### src/rtl/fp_pkg.sv
`default_nettype none
// ============================================================================
//  Module  : fp_pkg
//  Purpose : Shared types and helpers for the floating-point adder datapath.
//            Holds the operand class enum, the special-case side-band
//            struct carried down the pipeline, flag bit indices and the
//            operand classification function.
//  Ports   : none (package)
//  Rev     : 1.0  initial release
// ============================================================================
package fp_pkg;

  // Operand class. Subnormals never appear: they are flushed to ZERO.
  typedef enum logic [1:0] {
    ZERO = 2'd0,
    NORM = 2'd1,
    INF  = 2'd2,
    NAN  = 2'd3
  } fp_class_e;

  // Bit positions inside out_flags.
  localparam int FLG_INV = 2;
  localparam int FLG_OVF = 1;
  localparam int FLG_INX = 0;

  // Special-case outcome resolved in S1 and carried alongside the datapath.
  typedef struct packed {
    logic nan;        // result is canonical qNaN
    logic inf;        // result is infinity of sign inf_sign
    logic inf_sign;
    logic both_zero;  // both operands were (flushed) zero
    logic zero_sign;  // sign to use when both operands are zero
  } fp_spec_t;

  // Classification from width-independent field summaries, so the same
  // function serves every EXP_W/MAN_W instance.
  function automatic fp_class_e fp_classify(input logic exp_zero,
                                            input logic exp_ones,
                                            input logic frac_zero);
    fp_class_e cls;
    if (exp_zero)       cls = ZERO;
    else if (!exp_ones) cls = NORM;
    else if (frac_zero) cls = INF;
    else                cls = NAN;
    return cls;
  endfunction

endpackage
`default_nettype wire

### src/rtl/fp_lzc.sv
`default_nettype none
// ============================================================================
//  Module  : fp_lzc
//  Purpose : Leading-zero counter. Returns the number of zero bits above
//            the most significant set bit; returns WIDTH for an all-zero
//            input.
//  Ports   : vec    in   WIDTH  value to scan
//            count  out  CW     leading-zero count, CW = clog2(WIDTH+1)
//  Rev     : 1.0  initial release
// ============================================================================
module fp_lzc #(
  parameter  int WIDTH = 8,
  localparam int CW    = $clog2(WIDTH + 1)
) (
  input  logic [WIDTH-1:0] vec,
  output logic [CW-1:0]    count
);

  // Scan upward; the last (highest) set bit seen wins.
  always_comb begin
    count = CW'(WIDTH);
    for (int i = 0; i < WIDTH; i++) begin
      if (vec[i]) count = CW'(WIDTH - 1 - i);
    end
  end

endmodule
`default_nettype wire

### src/rtl/fp_add_pipe.sv
`default_nettype none
// ============================================================================
//  Module  : fp_add_pipe
//  Purpose : Four-stage pipelined floating-point adder/subtractor with
//            round-to-nearest-even, special-value handling and a global
//            valid/ready stall. One operation per cycle sustained.
//            S1 unpack/compare/swap, S2 align+sticky, S3 add/sub+LZC,
//            S4 normalise/round/pack (registered outputs).
//  Ports   : clk        in   1  clock, rising edge
//            rst        in   1  asynchronous active-high reset
//            in_valid   in   1  operand pair valid
//            in_ready   out  1  operands accepted this cycle
//            in_a/in_b  in   W  operands {sign,exp,frac}
//            in_sub     in   1  1: A-B, 0: A+B
//            out_valid  out  1  result valid
//            out_ready  in   1  downstream accepts result
//            out_res    out  W  rounded result
//            out_flags  out  3  {invalid, overflow, inexact}
//  Rev     : 1.0  initial release
// ============================================================================
module fp_add_pipe
  import fp_pkg::*;
#(
  parameter  int EXP_W = 8,
  parameter  int MAN_W = 23,
  localparam int W     = 1 + EXP_W + MAN_W
) (
  input  logic         clk,
  input  logic         rst,
  input  logic         in_valid,
  output logic         in_ready,
  input  logic [W-1:0] in_a,
  input  logic [W-1:0] in_b,
  input  logic         in_sub,
  output logic         out_valid,
  input  logic         out_ready,
  output logic [W-1:0] out_res,
  output logic [2:0]   out_flags
);

  localparam int c_XW      = MAN_W + 4;          // hidden + frac + G,R,S
  localparam int c_SW      = c_XW + 1;           // plus carry-out
  localparam int c_LW      = $clog2(c_SW + 1);
  localparam int c_SH_MAX  = MAN_W + 3;
  localparam int c_EXP_MAX = (1 << EXP_W) - 1;
  localparam logic [W-1:0] c_QNAN = {1'b0, {EXP_W{1'b1}}, 1'b1, {(MAN_W-1){1'b0}}};

  // ---------------------------------------------------------------- stall
  logic w_advance;
  assign w_advance = !out_valid || out_ready;
  assign in_ready  = w_advance;

  // ---------------------------------------------------------------- S1
  logic             w_a_s, w_b_s;
  logic [EXP_W-1:0] w_a_e, w_b_e;
  logic [MAN_W-1:0] w_a_f, w_b_f;
  fp_class_e        w_a_cls, w_b_cls;
  logic [W-2:0]     w_a_mag, w_b_mag;
  logic [MAN_W:0]   w_a_m, w_b_m;
  logic             w_a_big;
  fp_spec_t         w_s1_spec;

  assign w_a_s = in_a[W-1];
  assign w_a_e = in_a[W-2:MAN_W];
  assign w_a_f = in_a[MAN_W-1:0];
  assign w_b_s = in_b[W-1] ^ in_sub;
  assign w_b_e = in_b[W-2:MAN_W];
  assign w_b_f = in_b[MAN_W-1:0];

  assign w_a_cls = fp_classify(w_a_e == '0, &w_a_e, w_a_f == '0);
  assign w_b_cls = fp_classify(w_b_e == '0, &w_b_e, w_b_f == '0);

  // Flushed magnitudes: a subnormal compares (and adds) as zero.
  assign w_a_mag = (w_a_cls == ZERO) ? '0 : in_a[W-2:0];
  assign w_b_mag = (w_b_cls == ZERO) ? '0 : in_b[W-2:0];
  assign w_a_m   = (w_a_cls == ZERO) ? '0 : {1'b1, w_a_f};
  assign w_b_m   = (w_b_cls == ZERO) ? '0 : {1'b1, w_b_f};
  assign w_a_big = (w_a_mag >= w_b_mag);

  always_comb begin
    w_s1_spec           = '0;
    w_s1_spec.nan       = (w_a_cls == NAN) || (w_b_cls == NAN) ||
                          ((w_a_cls == INF) && (w_b_cls == INF) && (w_a_s != w_b_s));
    w_s1_spec.inf       = (w_a_cls == INF) || (w_b_cls == INF);
    w_s1_spec.inf_sign  = (w_a_cls == INF) ? w_a_s : w_b_s;
    w_s1_spec.both_zero = (w_a_cls == ZERO) && (w_b_cls == ZERO);
    w_s1_spec.zero_sign = w_a_s & w_b_s;
  end

  logic             r_s1_valid;
  fp_spec_t         r_s1_spec;
  logic             r_s1_sign, r_s1_sub;
  logic [EXP_W-1:0] r_s1_exp, r_s1_diff;
  logic [MAN_W:0]   r_s1_big_m, r_s1_sml_m;

  // ---------------------------------------------------------------- S2
  int                  w_sh;
  logic [2*c_XW-1:0]   w_wide;
  logic [c_XW-1:0]     w_aligned;

  always_comb begin
    w_sh      = (int'(r_s1_diff) > c_SH_MAX) ? c_SH_MAX : int'(r_s1_diff);
    // Lower half catches every bit shifted past S for the sticky OR.
    w_wide    = {r_s1_sml_m, 3'b000, {c_XW{1'b0}}} >> w_sh;
    w_aligned = {w_wide[2*c_XW-1:c_XW+1], w_wide[c_XW] | (|w_wide[c_XW-1:0])};
  end

  logic             r_s2_valid;
  fp_spec_t         r_s2_spec;
  logic             r_s2_sign, r_s2_sub;
  logic [EXP_W-1:0] r_s2_exp;
  logic [MAN_W:0]   r_s2_big_m;
  logic [c_XW-1:0]  r_s2_sml;

  // ---------------------------------------------------------------- S3
  // Big operand has the larger magnitude, so the difference never goes negative.
  logic [c_SW-1:0] w_sum;
  logic [c_LW-1:0] w_lzc;

  assign w_sum = r_s2_sub ? ({1'b0, r_s2_big_m, 3'b000} - {1'b0, r_s2_sml})
                          : ({1'b0, r_s2_big_m, 3'b000} + {1'b0, r_s2_sml});

  fp_lzc #(.WIDTH(c_SW)) u_lzc (
    .vec   (w_sum),
    .count (w_lzc)
  );

  logic             r_s3_valid;
  fp_spec_t         r_s3_spec;
  logic             r_s3_sign;
  logic [EXP_W-1:0] r_s3_exp;
  logic [c_SW-1:0]  r_s3_sum;
  logic [c_LW-1:0]  r_s3_lzc;

  // ---------------------------------------------------------------- S4
  logic [c_XW-1:0]   w_n;
  logic [MAN_W+1:0]  w_rnd;
  logic [MAN_W-1:0]  w_frac;
  logic              w_g, w_r, w_s, w_up, w_inx;
  logic signed [31:0] w_e_n, w_e_r;
  logic [W-1:0]      w_res;
  logic [2:0]        w_flags;

  always_comb begin
    w_n     = '0;
    w_e_n   = '0;
    w_e_r   = '0;
    w_frac  = '0;
    w_res   = '0;
    w_flags = '0;

    if (r_s3_sum[c_SW-1]) begin
      // Carry-out: shift right one, folding the dropped bit into sticky.
      w_n   = {r_s3_sum[c_SW-1:2], r_s3_sum[1] | r_s3_sum[0]};
      w_e_n = int'(r_s3_exp) + 1;
    end else begin
      // Left shift only happens after cancellation, where alignment was
      // at most one bit, so no sticky information is lost here.
      w_n   = c_XW'(r_s3_sum << (r_s3_lzc - c_LW'(1)));
      w_e_n = int'(r_s3_exp) - int'(r_s3_lzc) + 1;
    end

    w_g   = w_n[2];
    w_r   = w_n[1];
    w_s   = w_n[0];
    w_inx = w_g | w_r | w_s;
    w_up  = w_g & (w_r | w_s | w_n[3]);
    w_rnd = {1'b0, w_n[c_XW-1:3]} + {{(MAN_W+1){1'b0}}, w_up};

    if (w_rnd[MAN_W+1]) begin
      w_e_r  = w_e_n + 1;
      w_frac = w_rnd[MAN_W:1];
    end else begin
      w_e_r  = w_e_n;
      w_frac = w_rnd[MAN_W-1:0];
    end

    if (r_s3_spec.nan) begin
      w_res            = c_QNAN;
      w_flags[FLG_INV] = 1'b1;
    end else if (r_s3_spec.inf) begin
      w_res = {r_s3_spec.inf_sign, {EXP_W{1'b1}}, {MAN_W{1'b0}}};
    end else if (r_s3_sum == '0) begin
      // Exact cancellation gives +0; only -0 + -0 keeps the sign.
      w_res = {r_s3_spec.both_zero & r_s3_spec.zero_sign, {(W-1){1'b0}}};
    end else if (w_e_n <= 0) begin
      w_res            = '0;
      w_flags[FLG_INX] = 1'b1;
    end else if (w_e_r >= c_EXP_MAX) begin
      w_res            = {r_s3_sign, {EXP_W{1'b1}}, {MAN_W{1'b0}}};
      w_flags[FLG_OVF] = 1'b1;
      w_flags[FLG_INX] = 1'b1;
    end else begin
      w_res            = {r_s3_sign, w_e_r[EXP_W-1:0], w_frac};
      w_flags[FLG_INX] = w_inx;
    end
  end

  // ---------------------------------------------------------------- regs
  always_ff @(posedge clk or posedge rst) begin
    if (rst) begin
      r_s1_valid <= 1'b0;
      r_s1_spec  <= '0;
      r_s1_sign  <= 1'b0;
      r_s1_sub   <= 1'b0;
      r_s1_exp   <= '0;
      r_s1_diff  <= '0;
      r_s1_big_m <= '0;
      r_s1_sml_m <= '0;
      r_s2_valid <= 1'b0;
      r_s2_spec  <= '0;
      r_s2_sign  <= 1'b0;
      r_s2_sub   <= 1'b0;
      r_s2_exp   <= '0;
      r_s2_big_m <= '0;
      r_s2_sml   <= '0;
      r_s3_valid <= 1'b0;
      r_s3_spec  <= '0;
      r_s3_sign  <= 1'b0;
      r_s3_exp   <= '0;
      r_s3_sum   <= '0;
      r_s3_lzc   <= '0;
      out_valid  <= 1'b0;
      out_res    <= '0;
      out_flags  <= '0;
    end else if (w_advance) begin
      // S1
      r_s1_valid <= in_valid;
      r_s1_spec  <= w_s1_spec;
      r_s1_sub   <= w_a_s ^ w_b_s;
      if (w_a_big) begin
        r_s1_sign  <= w_a_s;
        r_s1_exp   <= w_a_e;
        r_s1_diff  <= w_a_e - w_b_e;
        r_s1_big_m <= w_a_m;
        r_s1_sml_m <= w_b_m;
      end else begin
        r_s1_sign  <= w_b_s;
        r_s1_exp   <= w_b_e;
        r_s1_diff  <= w_b_e - w_a_e;
        r_s1_big_m <= w_b_m;
        r_s1_sml_m <= w_a_m;
      end
      // S2
      r_s2_valid <= r_s1_valid;
      r_s2_spec  <= r_s1_spec;
      r_s2_sign  <= r_s1_sign;
      r_s2_sub   <= r_s1_sub;
      r_s2_exp   <= r_s1_exp;
      r_s2_big_m <= r_s1_big_m;
      r_s2_sml   <= w_aligned;
      // S3
      r_s3_valid <= r_s2_valid;
      r_s3_spec  <= r_s2_spec;
      r_s3_sign  <= r_s2_sign;
      r_s3_exp   <= r_s2_exp;
      r_s3_sum   <= w_sum;
      r_s3_lzc   <= w_lzc;
      // S4: bubbles leave the last result on the bus.
      out_valid  <= r_s3_valid;
      if (r_s3_valid) begin
        out_res   <= w_res;
        out_flags <= w_flags;
      end
    end
  end

endmodule
`default_nettype wire
### config.mk
export PLATFORM = sky130hd
export DESIGN_NAME = fp_add_pipe
export DESIGN_NICKNAME = d
export VERILOG_FILES = /design/src/rtl/fp_pkg.sv /design/src/rtl/fp_lzc.sv /design/src/rtl/fp_add_pipe.sv
export SDC_FILE = /design/constraint.sdc
export NUM_CORES = 1
export LEC_CHECK = 0
export BUFFER_PORTS_ARGS = -buffer_cell sky130_fd_sc_hd__buf_2
export CORE_MARGIN = 5
export CORE_UTILIZATION = 57
export CTS_CLUSTER_DIAMETER = 30
export CTS_CLUSTER_SIZE = 25
export DETAILED_ROUTE_END_ITERATION = 16
export GPL_TIMING_DRIVEN = 0
export HOLD_SLACK_MARGIN = 0.03
export PLACE_DENSITY = 0.77
export SYNTH_ARGS = -nofsm -noshare
export SYNTH_HDL_FRONTEND = slang
export SYNTH_SLANG_ARGS = --single-unit
### constraint.sdc
create_clock -name clk -period 6.7 [get_ports clk]
set_input_delay 0.67 -clock clk [delete_from_list [all_inputs] [get_ports clk]]
set_output_delay 0.67 -clock clk [all_outputs]
set_load 0.02 [all_outputs]
### Word-level counts from Yosys, hierarchy flattened

Cells that the tools add are included.

| storage, ports and cells | value |
|---|---|
| register bits after elaboration | 223 |
| input port bits | 69 |
| output and inout bits | 37 |
| logic and storage cells | 150 |

| operators by class | value |
|---|---|
| add/subtract/negate cells | 10 |
| $lt $le $gt $ge | 4 |
| equality and inequality tests | 5 |
| shifts and indexed selects | 2 |
| mux-type cells | 63 |
| bitwise logic cells | 11 |
| reduce and logical (&&, ||, !) cells | 19 |

Operators by type and width:

| operator | number |
|---|---|
| 2-to-1 mux 32 bit | 6 |
| 2-to-1 mux 24 bit | 4 |
| 2-to-1 mux 31 bit | 3 |
| 2-to-1 mux 5 bit | 16 |
| >> shifter 54 x 8 -> 54 bit | 1 |
| logical NOT 23 bit | 2 |
| adder 32 x 2 -> 32 bit (second input constant) | 1 |
| >= comparator 32 x 9 -> 1 bit (second input constant) | 1 |
| <= comparator 32 x 1 -> 1 bit (second input constant) | 1 |
| 2-to-1 mux 4 bit | 8 |
| >= comparator 31 bit | 1 |
| adder 27 x 27 -> 28 bit | 1 |
| logical NOT 28 bit | 1 |
| 2-to-1 mux 28 bit | 1 |
| << shifter 28 x 5 -> 27 bit | 1 |
| subtractor 27 x 27 -> 28 bit | 1 |
| 2-to-1 mux 27 bit | 1 |
| OR reduction 27 bit | 1 |
| adder 24 x 1 -> 25 bit | 1 |
| 2-to-1 mux 8 bit | 3 |
| 2-to-1 mux 23 bit | 1 |
| logical NOT 8 bit | 2 |
| AND reduction 8 bit | 2 |
| subtractor 8 bit | 2 |
| 18 further kinds | 52 |

### Longest topological paths before layout

| logic depth | value |
|---|---|
| depth in word-level cells | 30 |
| mapped depth | 25 |
| depth with buffers taken out | 23 |

### Modules after synthesis

Synthesis repeated with hierarchy kept, for this count alone.

| second synthesis, totals | value |
|---|---|
| cells, all modules | 2297 |
| area total of the unflattened synthesis | 18255.0 µm² |

By module, submodules not included:

| module | instances | cells each | area each (µm²) | seq. area each (µm²) |
|---|---|---|---|---|
| fp_add_pipe | 1 | 2237 | 17918.4 | 5580.4 |
| fp_lzc | 1 | 60 | 336.6 | 0.0 |

### Worst setup path before layout

Ideal clock, no wire load.

| timing | value |
|---|---|
| path type | input port to flip-flop |
| start point | in in_a[28] |
| end point | reg r_s1_exp[3] |
| setup time | 0.135 ns |
| arrival time | 4.529 ns |
| required time | 6.565 ns |
| slack | 2.036 ns |
| stages | 19 |
| path buffers | 4 |
| path through | nor4_1 > nand2_1 > clkbuf_1 > and2_1 > ha_1 > nor2b_1 > o21a_1 > o21a_1 > o21a_1 > o21a_1 > o21a_1 > o21ai_0 > nand2b_1 > a31oi_1 > clkbuf_1 > buf_1 > buf_1 > mux2i_1 > o21ai_0 |

| between the ends | value |
|---|---|
| longest elaborated chain between the ends | 7 |
| elaborated cells between the ends (all ways) | 8 |
| classes of those cells | order compare (1); mux (4); reduce/logical (3) |

RTL lines:

| element | RTL line | source |
|---|---|---|
| start, declared | fp_add_pipe.sv:32 | `input logic [W-1:0] in_a,` |
| AND reduction 8 bit | fp_add_pipe.sv:70 | `assign w_a_cls = fp_classify(w_a_e == '0, &w_a_e, w_a_f == '0);` |
| 2-to-1 mux 2 bit | fp_pkg.sv:42 | `else if (!exp_ones) cls = NORM;` |
| 2-to-1 mux 2 bit | fp_pkg.sv:41 | `if (exp_zero) cls = ZERO;` |
| logical NOT 2 bit | fp_add_pipe.sv:74 | `assign w_a_mag = (w_a_cls == ZERO) ? '0 : in_a[W-2:0];` |
| 2-to-1 mux 31 bit (*) | fp_add_pipe.sv:74 |  |
| >= comparator 31 bit (*) | fp_add_pipe.sv:78 | `assign w_a_big = (w_a_mag >= w_b_mag);` |
| 2-to-1 mux 8 bit (*) | fp_add_pipe.sv:231 | `if (w_a_big) begin` |
| end signal, assigned | fp_add_pipe.sv:233 | `r_s1_exp <= w_a_e;` |
| end signal, assigned | fp_add_pipe.sv:239 | `r_s1_exp <= w_b_e;` |
| end, declared | fp_add_pipe.sv:93 | `logic [EXP_W-1:0] r_s1_exp, r_s1_diff;` |

Mark *: on every way between the ends. The rest lies on a longest branch, timed or not.
A chain may end at the register's enable or synchronous reset.

### Final worst setup path

| timing | value |
|---|---|
| start point | reg r_s3_sum[27] |
| end point | reg out_res[26] |

| between the ends | value |
|---|---|
| longest elaborated chain between the ends | 13 |
| elaborated cells between the ends (all ways) | 17 |
| classes of those cells | add/sub (2); order compare (2); shift (1); mux (8); bitwise (3); reduce/logical (1) |

RTL lines:

| element | RTL line | source |
|---|---|---|
| start, declared | fp_add_pipe.sv:132 | `logic [c_SW-1:0] r_s3_sum;` |
| start signal, assigned | fp_add_pipe.sv:257 | `r_s3_sum <= w_sum;` |
| << shifter 28 x 5 -> 27 bit | fp_add_pipe.sv:159 | `w_n = c_XW'(r_s3_sum << (r_s3_lzc - c_LW'(1)));` |
| 2-to-1 mux 27 bit | fp_add_pipe.sv:152 | `if (r_s3_sum[c_SW-1]) begin` |
| bitwise OR 1 bit (2 in series) | fp_add_pipe.sv:167 | `w_up = w_g & (w_r \| w_s \| w_n[3]);` |
| AND 1 bit | fp_add_pipe.sv:167 |  |
| adder 24 x 1 -> 25 bit | fp_add_pipe.sv:168 | `w_rnd = {1'b0, w_n[c_XW-1:3]} + {{(MAN_W+1){1'b0}}, w_up};` |
| 2-to-1 mux 32 bit | fp_add_pipe.sv:170 | `if (w_rnd[MAN_W+1]) begin` |
| >= comparator 32 x 9 -> 1 bit | fp_add_pipe.sv:189 | `end else if (w_e_r >= c_EXP_MAX) begin` |
| 2-to-1 mux 31 bit | fp_add_pipe.sv:189 |  |
| 2-to-1 mux 32 bit | fp_add_pipe.sv:186 | `end else if (w_e_n <= 0) begin` |
| 2-to-1 mux 32 bit (*) | fp_add_pipe.sv:183 | `end else if (r_s3_sum == '0) begin` |
| 2-to-1 mux 32 bit (*) | fp_add_pipe.sv:181 | `end else if (r_s3_spec.inf) begin` |
| 2-to-1 mux 32 bit (*) | fp_add_pipe.sv:178 | `if (r_s3_spec.nan) begin` |
| end signal, assigned | fp_add_pipe.sv:262 | `out_res <= w_res;` |
| end, declared | fp_add_pipe.sv:37 | `output logic [W-1:0] out_res,` |

Marks and branches as above.

==> flow_metrics.py <==
metrics = {
    "sta": {
        "setup_ws_ps": 613,
        "fin_worst_skew_ps": 48.0,
        "max_slew_margin_pct": 30.3,
        "fin_crit_sh_pct": 90.8,
        "rsz0062_at_grt": "no",
        "max_freq_ghz": 0.164,
        "min_period_ps": 6090,
        "tightest_slew_ps": 1030,
        "setup_viol": 0,
        "drv_slew": 0,
        "hold_viol_final": 0,
        "finalSetupTns_ps": 0,
    },
    "clock_tree": {
        "cts_resized": 0,
        "htreeDepth": 2,
        "clkLatencyLatePin_ps": 600,
        "clockRootBuffer": "clkbuf_16",
        "clock_sinks": 223,
        "ctsHoldBuffers": 0,
        "postCtsSetupBuffers": 0,
        "cts_max_path_buffers": 3,
        "cts_made_buffers": 55,
        "cts_tree": "built",
        "cts.clk_slew.worst_paths_ps": 50,
    },
    "place": {
        "port_buffers": 105,
        "placed_cells": 2759,
        "pre_cts_slack_ps": 629,
        "dp_hpwl_mm": 48.0,
        "gp_congestion": 0.960,
    },
    "worst_setup_path": {
        "crit_path_cell_trace": "buf_2 -> buf_1 -> clkbuf_1 -> buf_1 -> mux2i_1 -> ha_1 -> nand3_1 -> nor4_1 -> nand2_1 -> ha_1 -> nor4_1 -> nand4_1 -> nor4b_1 -> o41ai_1 -> a21oi_1 -> nand2_1 -> nand3b_1 -> o31a_4 -> buf_6 -> a311oi_1",
        "slowest_delay_ps": 530,
        "critPathSlowestCell": "clkbuf_1",
        "cp-end-kind": "flip-flop",
        "timing.rr.end": "out_res[26]",
        "reg2reg_slack_ps": 610,
        "worstPathMaxFanout": 10,
        "r2r_cells": 20,
        "r2r-start": "r_s3_sum[27]",
        "startpoint_type": "flip-flop",
        "cp.required_ps": 7110,
        "timing_worst_setup_path_type": "flip-flop to flip-flop",
        "crit_arrival_ps": 6490,
    },
    "final_layout": {
        "num_antenna_cells": 0,
        "drive_gt1_share_pct": 12.3,
        "fin_nets": 2602,
        "fillers": 2660,
        "instances_no_fill": 2860,
        "area_growth_pct": 16.6,
    },
    "global_routing": {
        "grt_max_degree": 44,
        "overflow": 0,
        "grt_pass1_vias": 18100,
        "antenna_found_initial": 0,
        "grtUsageTotal_pct": 33.9,
        "grt_pass1_wl_mm": 98.0,
    },
    "synthesis": {
        "synth_cells": 2247,
        "ys_ff_latch": 223,
        "synth_seq_area_share_pct": 30.5,
        "avgSynthCellArea_um2": 8.15,
        "synth_edf_count": 0,
        "synth.distinct_cells": 99,
        "netlist_area_um2": 18300,
        "synth-async-reset-ratio_pct": 100,
        "yosysWarnings": 0,
        "synth_ff_type": "dfrtp_1",
        "syn_nets": 2435,
    },
    "pwr": {
        "power_density_nw_per_um2": 582,
        "power_uw": 12400,
        "vdd_drop_max_v": 0.000321,
        "p_leak_uw": 0.00984,
    },
    "min_path": {
        "hold_path_class": "primary input to async pin",
    },
    "route": {
        "drc": 0,
        "drt_iter0_drc": 1490,
        "wl_mm": 61.7,
        "dr.pass1.iters": 7,
        "routedWlPerCell_um": 21.6,
        "vias": 18200,
        "ant_nets": 0,
        "via_per_inst": 6.35,
    },
    "die": {
        "core-area_um2": 31600,
        "chipHeight_um": 189,
        "io-pin-count": 106,
        "start_util_pct": 57.9,
        "die_area_um2": 35800,
        "die_x_um": 189,
        "rows": 65,
    },
    "job": {
        "drv_cap": 0,
    },
    "run_status": {
        "status": "finished clean",
    },
}
[Yosys cell counts (7+ instances only)]
master    instances  share of area [%]
nand2_1         433                8.9
dfrtp_1         223                 30
nor2_1          161                3.3
o21ai_0         153                4.2
a21oi_1         118                3.2
ha_1            115                7.9
clkbuf_1        102                2.1
inv_1            98                2.0
mux2i_1          90                4.9
nor2b_1          50                1.7
xnor2_1          46                2.2
nor3_1           43                1.2
nand3_1          42                1.1
a31oi_1          41                1.4
and2_1           35                1.2
nor4_1           35                1.2
a32o_1           27                1.5
xor2_1           27                1.3
nand4_1          25               0.85
mux2_2           21                1.3
nand2b_1         20               0.68
a21o_1           19               0.78
mux4_2           19                2.3
o22ai_1          18               0.61
o21a_1           16               0.66
a211oi_1         14               0.57
o31ai_1          14               0.57
a22oi_1          13               0.53
or3_1            12               0.41
and3_1           11               0.38
buf_1            10               0.20
o211ai_1         10               0.41
or2_2            10               0.34
o21bai_1          9               0.37
and4_1            8               0.38
buf_6             8               0.49
a311oi_1          7               0.33
buf_2             7               0.19
[state kept, by name, indices dropped and copies added (netlist names), 3 cells and up]
name,count
r_s3_spec,5
r_s2_big_m,24
r_s1_sml_m,24
r_s1_exp,8
r_s3_exp,8
r_s1_spec,5
out_flags,3
r_s3_lzc,5
r_s1_diff,8
r_s2_exp,8
r_s3_sum,28
r_s2_spec,5
r_s1_big_m,24
out_res,32
r_s2_sml,27
[per-layer routing]
layer | share of wire [%] | global-route usage (%)
met5 | 0 | 0
met2 | 46 | 55.6
met1 | 42 | 45.2
met3 | 7.6 | 6.18
met4 | 3.8 | 12.5
[placed cells by master (no fill, tap or decap), types with 21 or more instances in the layout]
master     instances
a32o_1            27
nor4_1            35
mux2_2            21
inv_1             97
clkbuf_16         55
and2_1            35
nand2_1          433
clkbuf_1         111
nor3_1            43
nor2_1           161
a31oi_1           41
xor2_1            27
nand4_1           25
buf_2            112
a21oi_1          118
nor2b_1           50
nand3_1           42
xnor2_1           46
dfrtp_1          223
o21ai_0          153
mux2i_1           90
ha_1             115
[metrics by stage]
stage	cell area (um2)	utilization [%]	hold slack [ps]
final	21400	67.5	138
after global routing	21400	67.5	169
after CTS	21400	67.5	136
after detailed placement	19500	61.5	455
after global placement	19400	61.2	450
after floorplan	18300	-	438
[area by class of cell]
cell class	instances	area (um2)	share of cell area (%)
flip-flops and latches	223	5580	26.1
inverters	98	372	1.74
repair buffers	110	626	2.93
clock buffers	70	1490	6.99
plain buffers	135	626	2.93
well taps	402	503	2.35
clock inverters	31	414	1.94
multi-input cells	1791	11700	55.0
[how the worst max path moves through the flow]
stage                 start          end  depth (start not counted)
6_report       r_s3_sum[27]  out_res[26]                         20
5_1_grt        r_s3_sum[27]  out_res[26]                         20
3_3_place_gp       in_a[25]  r_s1_exp[3]                         20
2_1_floorplan      in_a[28]  r_s1_exp[3]                         19
3_5_place_dp       in_a[25]  r_s1_exp[3]                         20
4_1_cts        r_s3_sum[27]  out_res[26]                         20
[cell families after synthesis]
| kind of cell | count (synthesis) | share of synthesized area [%] |
|---|---|---|
| XOR/XNOR | 75 | 3.70 |
| flip-flops | 223 | 30.5 |
| AO/OA/AOI/OAI | 543 | 19.4 |
| AND/OR/NAND/NOR | 919 | 23.5 |
| buffers and inverters | 233 | 5.42 |
| multiplexers | 135 | 9.20 |
| adder cells (fa/ha/maj) | 119 | 8.29 |
[critical path: cells and delay by family, from the launching register on]
family,cells,cell delay (ps)
compound gates,4,660
fa+ha+maj,2,540
buf+inv,5,1950
flops,1,470
mux,1,410
simple gates,8,1830
[power by group]
group	internal (uW)	switching (uW)
clock	1840	863
combinational	2800	4490
sequential	1840	592
Note: power is estimated with default switching activity, not from simulation.
